File: config.mk
export PLATFORM = sky130hd
export DESIGN_NAME = prim_pulse_sync_sched_flat
export DESIGN_NICKNAME = d
export VERILOG_FILES = /design/src/rtl/prim_pulse_sync_sched_if.sv /design/src/rtl/prim_pulse_sync_sched.sv /design/src/flat_wrapper.sv
export SDC_FILE = /design/constraint.sdc
export NUM_CORES = 1
export LEC_CHECK = 0
export CAP_MARGIN = 20
export CORE_UTILIZATION = 55
export CTS_BUF_LIST = sky130_fd_sc_hd__clkbuf_4 sky130_fd_sc_hd__clkbuf_8
export DETAILED_ROUTE_END_ITERATION = 8
export GPL_ROUTABILITY_DRIVEN = 0
export PLACE_DENSITY = 0.88
export SYNTH_ARGS = -nofsm -noshare
export SYNTH_HDL_FRONTEND = slang
export SYNTH_SLANG_ARGS = --single-unit
File: constraint.sdc
create_clock -name clk_i -period 2.43 [get_ports clk_i]
set_input_delay 0.486 -clock clk_i [delete_from_list [all_inputs] [get_ports clk_i]]
set_output_delay 0.486 -clock clk_i [all_outputs]
set_load 0.02 [all_outputs]
File: src/rtl/prim_pulse_sync_sched_if.sv
// ---------------------------------------------------------------------------
// prim_pulse_sync_sched_if
// Bundles the event/acknowledge handshake and the status outputs of the pulse
// scheduler. The master side (event source / test environment) drives the
// request and configuration signals. The slave side (the scheduler) drives the
// pulse and status signals.
//
// Signals
//   event_i      single-cycle event request
//   ack_mode_i   1 = wait for ack_i after each issued pulse
//   gap_i        extra spacing cycles after each pulse
//   ack_i        single-cycle acknowledge from the destination domain
//   clr_i        clears the sticky error flags
//   sync_pulse_o single-cycle pulse towards the downstream pulse synchronizer
//   busy_o       scheduler not idle
//   pending_o    events accepted but not yet issued
//   overflow_o   sticky: an event was lost on a saturated counter
//   timeout_o    sticky: an acknowledge did not arrive in time
// ---------------------------------------------------------------------------
interface prim_pulse_sync_sched_if #(
   parameter int CntWidth = 4,
   parameter int GapWidth = 8
);
   logic                event_i;
   logic                ack_mode_i;
   logic [GapWidth-1:0] gap_i;
   logic                ack_i;
   logic                clr_i;
   logic                sync_pulse_o;
   logic                busy_o;
   logic [CntWidth-1:0] pending_o;
   logic                overflow_o;
   logic                timeout_o;

   modport master (
      output event_i, ack_mode_i, gap_i, ack_i, clr_i,
      input  sync_pulse_o, busy_o, pending_o, overflow_o, timeout_o
   );

   modport slave (
      input  event_i, ack_mode_i, gap_i, ack_i, clr_i,
      output sync_pulse_o, busy_o, pending_o, overflow_o, timeout_o
   );
endinterface

File: src/rtl/prim_pulse_sync_sched.sv
// ---------------------------------------------------------------------------
// prim_pulse_sync_sched
// Accepts single-cycle events, counts them, and issues them one at a time as
// single-cycle pulses towards a downstream pulse synchronizer. After each
// pulse there are gap_i extra idle cycles. In ack mode the scheduler also
// waits for the destination acknowledge, or for a timeout.
//
// Ports
//   clk_i  rising-edge clock
//   rst_i  synchronous active-high reset
//   sched  slave modport of prim_pulse_sync_sched_if (requests, config, status)
// ---------------------------------------------------------------------------
module prim_pulse_sync_sched #(
   parameter int CntWidth      = 4,
   parameter int GapWidth      = 8,
   parameter int TimeoutCycles = 256
) (
   input logic                    clk_i,
   input logic                    rst_i,
   prim_pulse_sync_sched_if.slave sched
);

   // The timeout counter only has to reach TimeoutCycles-1.
   localparam int TW = $clog2(TimeoutCycles);

   localparam logic [CntWidth-1:0] CNT_ZERO = {CntWidth{1'b0}};
   localparam logic [CntWidth-1:0] CNT_ONE  = CntWidth'(1);
   localparam logic [CntWidth-1:0] CNT_MAX  = {CntWidth{1'b1}};
   localparam logic [GapWidth-1:0] GAP_ZERO = {GapWidth{1'b0}};
   localparam logic [GapWidth-1:0] GAP_ONE  = GapWidth'(1);
   localparam logic [TW-1:0]       TO_ZERO  = {TW{1'b0}};
   localparam logic [TW-1:0]       TO_ONE   = TW'(1);
   localparam logic [TW-1:0]       TO_LAST  = TW'(TimeoutCycles - 1);

   typedef enum logic [1:0] {
      ST_IDLE     = 2'd0,
      ST_ISSUE    = 2'd1,
      ST_WAIT_ACK = 2'd2,
      ST_GAP      = 2'd3
   } state_e;

   state_e              state_r, state_s;
   logic [CntWidth-1:0] pend_r, pend_s;
   logic [GapWidth-1:0] gap_cnt_r, gap_cnt_s;
   logic [TW-1:0]       to_cnt_r, to_cnt_s;
   logic                ovf_r, ovf_s;
   logic                to_flag_r, to_flag_s;
   logic                pulse_r;
   logic                busy_r;
   logic                dec_s;
   logic                ovf_set_s;
   logic                to_set_s;

   // Next-state logic plus gap/timeout counters. gap_i and ack_mode_i are
   // only looked at in ISSUE, so changes at other times do not affect a pulse
   // cycle that is already under way.
   always_comb begin
      state_s   = state_r;
      gap_cnt_s = gap_cnt_r;
      to_cnt_s  = TO_ZERO;      // zero everywhere but WAIT_ACK, so each entry starts at 0
      to_set_s  = 1'b0;
      case (state_r)
         ST_IDLE: begin
            if (pend_r != CNT_ZERO) begin
               state_s = ST_ISSUE;
            end else begin
               state_s = ST_IDLE;
            end
         end
         ST_ISSUE: begin
            gap_cnt_s = sched.gap_i;
            if (sched.ack_mode_i) begin
               state_s = ST_WAIT_ACK;
            end else begin
               state_s = ST_GAP;
            end
         end
         ST_WAIT_ACK: begin
            // An acknowledge on the last permitted cycle beats the timeout.
            if (sched.ack_i) begin
               state_s = ST_GAP;
            end else if (to_cnt_r == TO_LAST) begin
               state_s  = ST_GAP;
               to_set_s = 1'b1;
            end else begin
               state_s  = ST_WAIT_ACK;
               to_cnt_s = to_cnt_r + TO_ONE;
            end
         end
         ST_GAP: begin
            if (gap_cnt_r == GAP_ZERO) begin
               if (pend_r != CNT_ZERO) begin
                  state_s = ST_ISSUE;
               end else begin
                  state_s = ST_IDLE;
               end
            end else begin
               state_s   = ST_GAP;
               gap_cnt_s = gap_cnt_r - GAP_ONE;
            end
         end
         default: begin
            state_s = ST_IDLE;
         end
      endcase
   end

   // Pending-event counter. It saturates at its maximum. An event that would
   // overflow the counter is lost and raises the overflow condition.
   always_comb begin
      dec_s     = (state_r == ST_ISSUE);
      pend_s    = pend_r;
      ovf_set_s = 1'b0;
      if (sched.event_i && !dec_s) begin
         if (pend_r == CNT_MAX) begin
            ovf_set_s = 1'b1;
         end else begin
            pend_s = pend_r + CNT_ONE;
         end
      end else if (dec_s && !sched.event_i) begin
         pend_s = pend_r - CNT_ONE;
      end else begin
         pend_s = pend_r;
      end
   end

   // Sticky flags. If a set condition and clr_i arrive together, the set wins.
   always_comb begin
      if (ovf_set_s) begin
         ovf_s = 1'b1;
      end else if (sched.clr_i) begin
         ovf_s = 1'b0;
      end else begin
         ovf_s = ovf_r;
      end
      if (to_set_s) begin
         to_flag_s = 1'b1;
      end else if (sched.clr_i) begin
         to_flag_s = 1'b0;
      end else begin
         to_flag_s = to_flag_r;
      end
   end

   // State, counters and output registers. The pulse and busy registers are
   // loaded from the next state, so they always match the state register.
   always_ff @(posedge clk_i) begin
      if (rst_i) begin
         state_r   <= ST_IDLE;
         pend_r    <= CNT_ZERO;
         gap_cnt_r <= GAP_ZERO;
         to_cnt_r  <= TO_ZERO;
         ovf_r     <= 1'b0;
         to_flag_r <= 1'b0;
         pulse_r   <= 1'b0;
         busy_r    <= 1'b0;
      end else begin
         state_r   <= state_s;
         pend_r    <= pend_s;
         gap_cnt_r <= gap_cnt_s;
         to_cnt_r  <= to_cnt_s;
         ovf_r     <= ovf_s;
         to_flag_r <= to_flag_s;
         pulse_r   <= (state_s == ST_ISSUE);
         busy_r    <= (state_s != ST_IDLE);
      end
   end

   assign sched.sync_pulse_o = pulse_r;
   assign sched.busy_o       = busy_r;
   assign sched.pending_o    = pend_r;
   assign sched.overflow_o   = ovf_r;
   assign sched.timeout_o    = to_flag_r;

endmodule

File: src/flat_wrapper.sv
// flat-port wrapper written by rule: the top's interface ports become plain ports
module prim_pulse_sync_sched_flat 
#(
   parameter int CntWidth      = 4,
   parameter int GapWidth      = 8,
   parameter int TimeoutCycles = 256
)
  (clk_i, rst_i, sched_event_i, sched_ack_mode_i, sched_gap_i, sched_ack_i, sched_clr_i, sched_sync_pulse_o, sched_busy_o, sched_pending_o, sched_overflow_o, sched_timeout_o);
  prim_pulse_sync_sched_if #(.CntWidth(CntWidth), .GapWidth(GapWidth)) sched_i ();
  input logic clk_i;
  input logic rst_i;
  input wire logic [$bits(sched_i.event_i)-1:0] sched_event_i;
  input wire logic [$bits(sched_i.ack_mode_i)-1:0] sched_ack_mode_i;
  input wire logic [$bits(sched_i.gap_i)-1:0] sched_gap_i;
  input wire logic [$bits(sched_i.ack_i)-1:0] sched_ack_i;
  input wire logic [$bits(sched_i.clr_i)-1:0] sched_clr_i;
  output wire logic [$bits(sched_i.sync_pulse_o)-1:0] sched_sync_pulse_o;
  output wire logic [$bits(sched_i.busy_o)-1:0] sched_busy_o;
  output wire logic [$bits(sched_i.pending_o)-1:0] sched_pending_o;
  output wire logic [$bits(sched_i.overflow_o)-1:0] sched_overflow_o;
  output wire logic [$bits(sched_i.timeout_o)-1:0] sched_timeout_o;
  assign sched_i.event_i = sched_event_i;
  assign sched_i.ack_mode_i = sched_ack_mode_i;
  assign sched_i.gap_i = sched_gap_i;
  assign sched_i.ack_i = sched_ack_i;
  assign sched_i.clr_i = sched_clr_i;
  assign sched_sync_pulse_o = sched_i.sync_pulse_o;
  assign sched_busy_o = sched_i.busy_o;
  assign sched_pending_o = sched_i.pending_o;
  assign sched_overflow_o = sched_i.overflow_o;
  assign sched_timeout_o = sched_i.timeout_o;
  prim_pulse_sync_sched #(.CntWidth(CntWidth), .GapWidth(GapWidth), .TimeoutCycles(TimeoutCycles)) u_core (.clk_i(clk_i), .rst_i(rst_i), .sched(sched_i));
endmodule
==> results.yml, run 1 <==
critical_path:
  cp-end-kind: "flop"
  cp_num_buf_inv: 0
  worstSetupPathType: "reg2reg"
  cp.arrival_ns: 2.33
  cpPeakStageDelay_ns: 0.57
  crit_required_ns: 2.66
  cp_cell_sequence: "nand2b_1, nand2_1, ha_1, a21o_1, a21oi_1, mux2i_1, mux2_2"
  rrSetupSlack_ns: 0.33
  cp-start-kind: "flop"
  critPathTopFamily: "flip-flops"
  worstPathMaxFanout: 10
  slowest_stage: "dfxtp_1"
cells_and_area:
  utilization: 0.735
  multi_input_area_um2: 818
  num-fill-cells: 183
  final_area_um2: 1690
  num_antenna_cells: 0
  area_growth_pct: 21.1
  nets: 206
  seq_area_um2: 520
  drive_gt1_frac: 0.0753
  stdcell_count: 214
timing:
  drv_slew: 0
  fin_setup_tns_ns: 0
  worstMarginPinSlew_ns: 0.570
  period_minus_slack_ns: 2.10
  hold_slack_ns: 0.486
  max_slew_margin: 0.617
  setup_slack_ns: 0.331
  rsz0062_at_grt: "no"
  fin_crit_sh: 0.864
  fmaxAchievable_mhz: 476
  setup_viol: 0
  clock_skew_ns: 0.00401
  hold_violations: 0
routing:
  dr.pass1.iters: 4
  routedWlPerCell_um: 14.8
  vias: 1302
  antenna_left: 0
  via_per_inst: 6.08
  drt_iter0_drc: 40
  routed_wl_um: 3160
  drc_errors: 0
synth:
  syn-mean-instance-area_um2: 8.61
  synthesis.area_um2: 1400
  synth_edf_count: 0
  synthCells: 162
  synth_cell_types: 45
  synth_flop_cell: "dfxtp_1"
  synth_seq_area_share: 0.373
  yosysWarnings: 0
  synth.area.top_cells: "dfxtp_1, nor2_1, a21oi_1"
  async_flop_share: 0
  yosys.area.top_type_share: 0.373
  synth.most_common_cell: "dfxtp_1"
  synth_seq_cells: 26
  synthesis.nets: 181
  yosys-top-cells-count: "dfxtp_1, nor2_1, a21oi_1"
  synth_largest_area_cell: "dfxtp_1"
placed_design:
  dp_slack_ns: 0.0671
  dp.final_hpwl_um: 2310
  dpl_cell_area_um2: 1640
  placed_cells: 210
  port-buffer-count: 21
clock_network:
  clock_path_buffers: 2
  cts_tree: "yes"
  htree_levels: 1
  post_cts_resize_count: 0
  cts_setup_buffers: 0
  clock-sinks: 26
  clockRootBuffer: "clkbuf_4"
  cts.hold.buffers_added: 0
  clock_latency_ns: 0.32
  clk_pin_slew_ns: 0.14
  numCtsBuffers: 3
run:
  maxCapViolCount: 0
floorplanning:
  initial_core_util: 0.607
  die-width_um: 52.4
  die-height_um: 52.4
  coreArea_um2: 2300
  num_rows: 17
  ios: 22
  dieArea_um2: 2740
power:
  pwr-share-comb: 0.479
  p_leak_nw: 0.634
  switching_share: 0.404
  seqPwrFrac: 0.356
  irDropWorstVdd_v: 0.000865
  total_power_mw: 1.82
  p_per_area_nw_per_um2: 1080
  power.internal_mw: 1.08
  power_frac_clock: 0.164
  switching_power_mw: 0.734
global_routing:
  grt_max_degree: 18
  grt_pass1_vias: 1226
  overflow: 0
  grt_pass1_wl_um: 5310
  antenna_found_initial: 0
  globalRouteTotalUtil: 0.262
run_status:
  outcome: "completed"
min_path:
  hold_class: "reg2reg"
[per-layer routing]
layer / up-vias / part of all wire / GRT usage
li1: 633 / - / -
met2: 29 / 0.48 / 0.437
met1: 636 / 0.48 / 0.329
met3: 4 / 0.031 / 0.0406
met4: 0 / 0.0098 / 0.118
met5: - / 0 / 0
[path summary, 6_finish.rpt]
check / end / cells past startpoint / start
worst max-delay path: u_core.sched.pending_o[3]$_SDFFE_PP0P_ / 7 / u_core.state_r[0]$_SDFF_PP0_
worst min-delay path: u_core.sched.timeout_o$_SDFFE_PP0P_ / 2 / u_core.sched.timeout_o$_SDFFE_PP0P_
worst max register to register: u_core.sched.pending_o[3]$_SDFFE_PP0P_ / 7 / u_core.state_r[0]$_SDFF_PP0_
worst min register to register: u_core.sched.timeout_o$_SDFFE_PP0P_ / 2 / u_core.sched.timeout_o$_SDFFE_PP0P_
[registers in the layout (all words and copies together), names as in the netlist]
name                       flops
u_core.state_r                 2
u_core.sched.overflow_o        1
u_core.sched.busy_o            1
u_core.gap_cnt_r               8
u_core.sched.sync_pulse_o      1
u_core.sched.timeout_o         1
u_core.sched.pending_o         4
u_core.to_cnt_r                8
[worst register-to-register path: cells and delay by family (launching register included)]
family	cells	cell delay (ns)
AO/OA/AOI/OAI	2	0.36
adder cells (fa/ha/maj)	1	0.23
flip-flops	1	0.57
multiplexers	2	0.56
AND/OR/NAND/NOR	2	0.29
[power groups by stage]
stage	registers (mW)	clock network (mW)	logic [mW]
4_1_cts	0.643	0.304	0.868
3_3_place_gp	0.642	0	0.819
5_1_grt	0.662	0.323	0.955
6_report	0.648	0.298	0.871
2_1_floorplan	0.663	0	0.589
3_5_place_dp	0.651	0	0.858
[cells by family (layout without fill, tap and decap cells)]
group / count (synthesis) / count (layout) / share of synthesized area
AND/OR/NAND/NOR: 66 / 66 / 0.257
AO/OA/AOI/OAI: 44 / 44 / 0.212
flip-flops: 26 / 26 / 0.373
buffers and inverters: 11 / 35 / 0.0404
XOR/XNOR: 7 / 7 / 0.0439
adder cells (fa/ha/maj): 5 / 5 / 0.0502
multiplexers: 3 / 3 / 0.0233
[cell type report]
type	count	area share
Multi-Input combinational cell	125	0.484
Clock inverter	1	0.0178
Tap cell	28	0.0207
Inverter	6	0.0133
Timing Repair Buffer	25	0.142
Clock buffer	3	0.0133
Sequential cell	26	0.308
[cells in the final DEF (no fill, tap or decap), drive strengths merged, types with 3 or more instances in the layout]
cell | netlist | routed
buf | 4 | 4
nand4 | 4 | 4
nor2 | 20 | 20
nand2 | 9 | 9
dfxtp | 26 | 26
clkbuf | 0 | 3
nor3b | 3 | 3
xor2 | 6 | 6
nor3 | 6 | 6
inv | 6 | 6
nand3 | 8 | 8
o21ai | 10 | 10
a21o | 4 | 4
ha | 4 | 4
clkdlybuf4s50 | 0 | 21
a31oi | 5 | 5
nor2b | 4 | 4
a21oi | 12 | 12
o21bai | 3 | 3
Note: power is estimated with default switching activity, not from simulation.
==> inputs of run 2 (changes only) <==
clock period = 2.01 ns   (was 2.43 ns; I/O delays follow)
==> results.yml, run 2 (synthesis results as in run 1) <==
run_status:
  outcome: "completed"
critical_path:
  r2r_cells: 7
  r2r_start: "u_core.gap_cnt_r[0]$_SDFFE_PP0P_"
  cp_num_buf_inv: 1
  cpPeakStageDelay_ns: 0.68
  cp-end-kind: "output pin"
  worstPathMaxFanout: 7
  r2r-end: "u_core.gap_cnt_r[0]$_SDFFE_PP0P_"
  cp_cell_sequence: "clkdlybuf4s50_1"
  worstSetupPathType: "reg2out"
  slowest_stage: "clkdlybuf4s50_1"
  cp-start-kind: "flop"
  rrSetupSlack_ns: 0.12
  cp.arrival_ns: 1.49
  crit_required_ns: 1.61
  critPathTopFamily: "buffers and inverters"
clock_network:
  cts.hold.buffers_added: 0
  clockRootBuffer: "clkbuf_4"
  numCtsBuffers: 3
  clk_pin_slew_ns: 0.14
  htree_levels: 1
  clock_path_buffers: 2
  post_cts_resize_count: 0
  clock_latency_ns: 0.32
  clock-sinks: 26
  cts_tree: "yes"
  cts_setup_buffers: 0
global_routing:
  grt_pass1_vias: 1225
  antenna_found_initial: 0
  overflow: 0
  grt_max_degree: 18
  globalRouteTotalUtil: 0.264
  grt_pass1_wl_um: 5360
cells_and_area:
  utilization: 0.745
  area_growth_pct: 22.7
  layout_common_cells: "dfxtp_1, clkdlybuf4s50_1, nor2_1, a21oi_1, nand2_1"
  stdcell_count: 217
  num_antenna_cells: 0
  nets: 209
  drive_gt1_frac: 0.0899
  layout_commonest_cell: "dfxtp_1"
  num-fill-cells: 184
routing:
  antenna_left: 0
  drt_iter0_drc: 26
  drc_errors: 0
  vias: 1300
  routed_wl_um: 3150
  routedWlPerCell_um: 14.5
  via_per_inst: 5.99
  dr.pass1.iters: 4
floorplanning:
  num_rows: 17
  coreArea_um2: 2300
  die-height_um: 52.4
  dieArea_um2: 2740
  ios: 22
  initial_core_util: 0.607
  die-width_um: 52.4
min_path:
  min_to: "u_core.sched.timeout_o$_SDFFE_PP0P_"
  hp-start: "u_core.sched.timeout_o$_SDFFE_PP0P_"
  min_path_cells: 2
  hold_class: "reg2reg"
power:
  p_per_area_nw_per_um2: 1310
  p_leak_nw: 0.648
  irDropWorstVdd_v: 0.000933
  total_power_mw: 2.25
timing:
  drv_slew: 0
  worstMarginPinSlew_ns: 0.533
  hold_slack_ns: 0.479
  rsz0062_at_grt: "no"
  hold_violations: 0
  setup_viol: 0
  max_slew_margin: 0.642
  fmaxAchievable_mhz: 527
  clock_skew_ns: 0.00551
  setup_slack_ns: 0.113
  period_minus_slack_ns: 1.90
  fin_crit_sh: 0.944
placed_design:
  placed_cells: 212
  port-buffer-count: 21
  dp.final_hpwl_um: 2260
  dp_slack_ns: -0.227
run:
  maxCapViolCount: 0
-- run 2: cell count changes in the layout (fill, tap and decap cells not counted), sizes merged --
cell / change
buf: +3
-- run 2: worst max-delay path by stage --
| stage | startpoint | endpoint | slack (ns) | cells past startpoint |
|---|---|---|---|---|
| floorplan | u_core.state_r[1]$_SDFF_PP0_ | u_core.sched.pending_o[3]$_SDFFE_PP0P_ | 0.02 | 8 |
| global placement | sched_event_i | u_core.sched.pending_o[3]$_SDFFE_PP0P_ | -0.20 | 7 |
| finish | u_core.sched.pending_o[0]$_SDFFE_PP0P_ | sched_pending_o[0] | 0.11 | 1 |
| CTS | u_core.sched.pending_o[0]$_SDFFE_PP0P_ | sched_pending_o[0] | 0.11 | 1 |
| detailed placement | sched_event_i | u_core.sched.pending_o[3]$_SDFFE_PP0P_ | -0.23 | 7 |
| global route | u_core.gap_cnt_r[0]$_SDFFE_PP0P_ | u_core.gap_cnt_r[0]$_SDFFE_PP0P_ | 0.01 | 7 |
-- run 2: final cells by class --
type                            count  area, µm²  area share
Clock buffer                        3       22.5      0.0132
Inverter                            6       22.5      0.0132
Multi-Input combinational cell    125        818       0.478
Clock inverter                      1       30.0      0.0175
Sequential cell                    26        520       0.304
Timing Repair Buffer               28        263       0.154
Tap cell                           28       35.0      0.0205
-- run 2: per-layer routing --
| layer | GRT usage | part of all wire | routed length, µm |
|---|---|---|---|
| met4 | 0.0614 | 0.0041 | 13 |
| met1 | 0.323 | 0.45 | 1420 |
| met2 | 0.468 | 0.50 | 1590 |
| met5 | 0 | 0 | 0 |
| met3 | 0.0551 | 0.043 | 135 |
-- run 2: power breakdown --
group	total, mW	leakage (nW)	internal [mW]	switching [mW]
logic	1.14	0.408	0.523	0.613
registers	0.753	0.212	0.630	0.124
clock network	0.359	0.0279	0.202	0.157
-- run 2: worst register-to-register path: stages (launching register included) --
cell and delay [ns]:
dfxtp_1 0.38, inv_1 0.08, ha_1 0.25, nor4b_4 0.16, buf_4 0.17, a31oi_2 0.32, o21ai_0 0.16, a221oi_1 0.30
-- run 2: stage by stage --
| stage | setup TNS, ns | area, µm² |
|---|---|---|
| after floorplan | 0 | 1400 |
| after global placement | -0.204 | 1650 |
| after detailed placement | -0.227 | 1650 |
| after CTS | 0 | 1700 |
| after global routing | 0 | 1710 |
| final | 0 | 1710 |
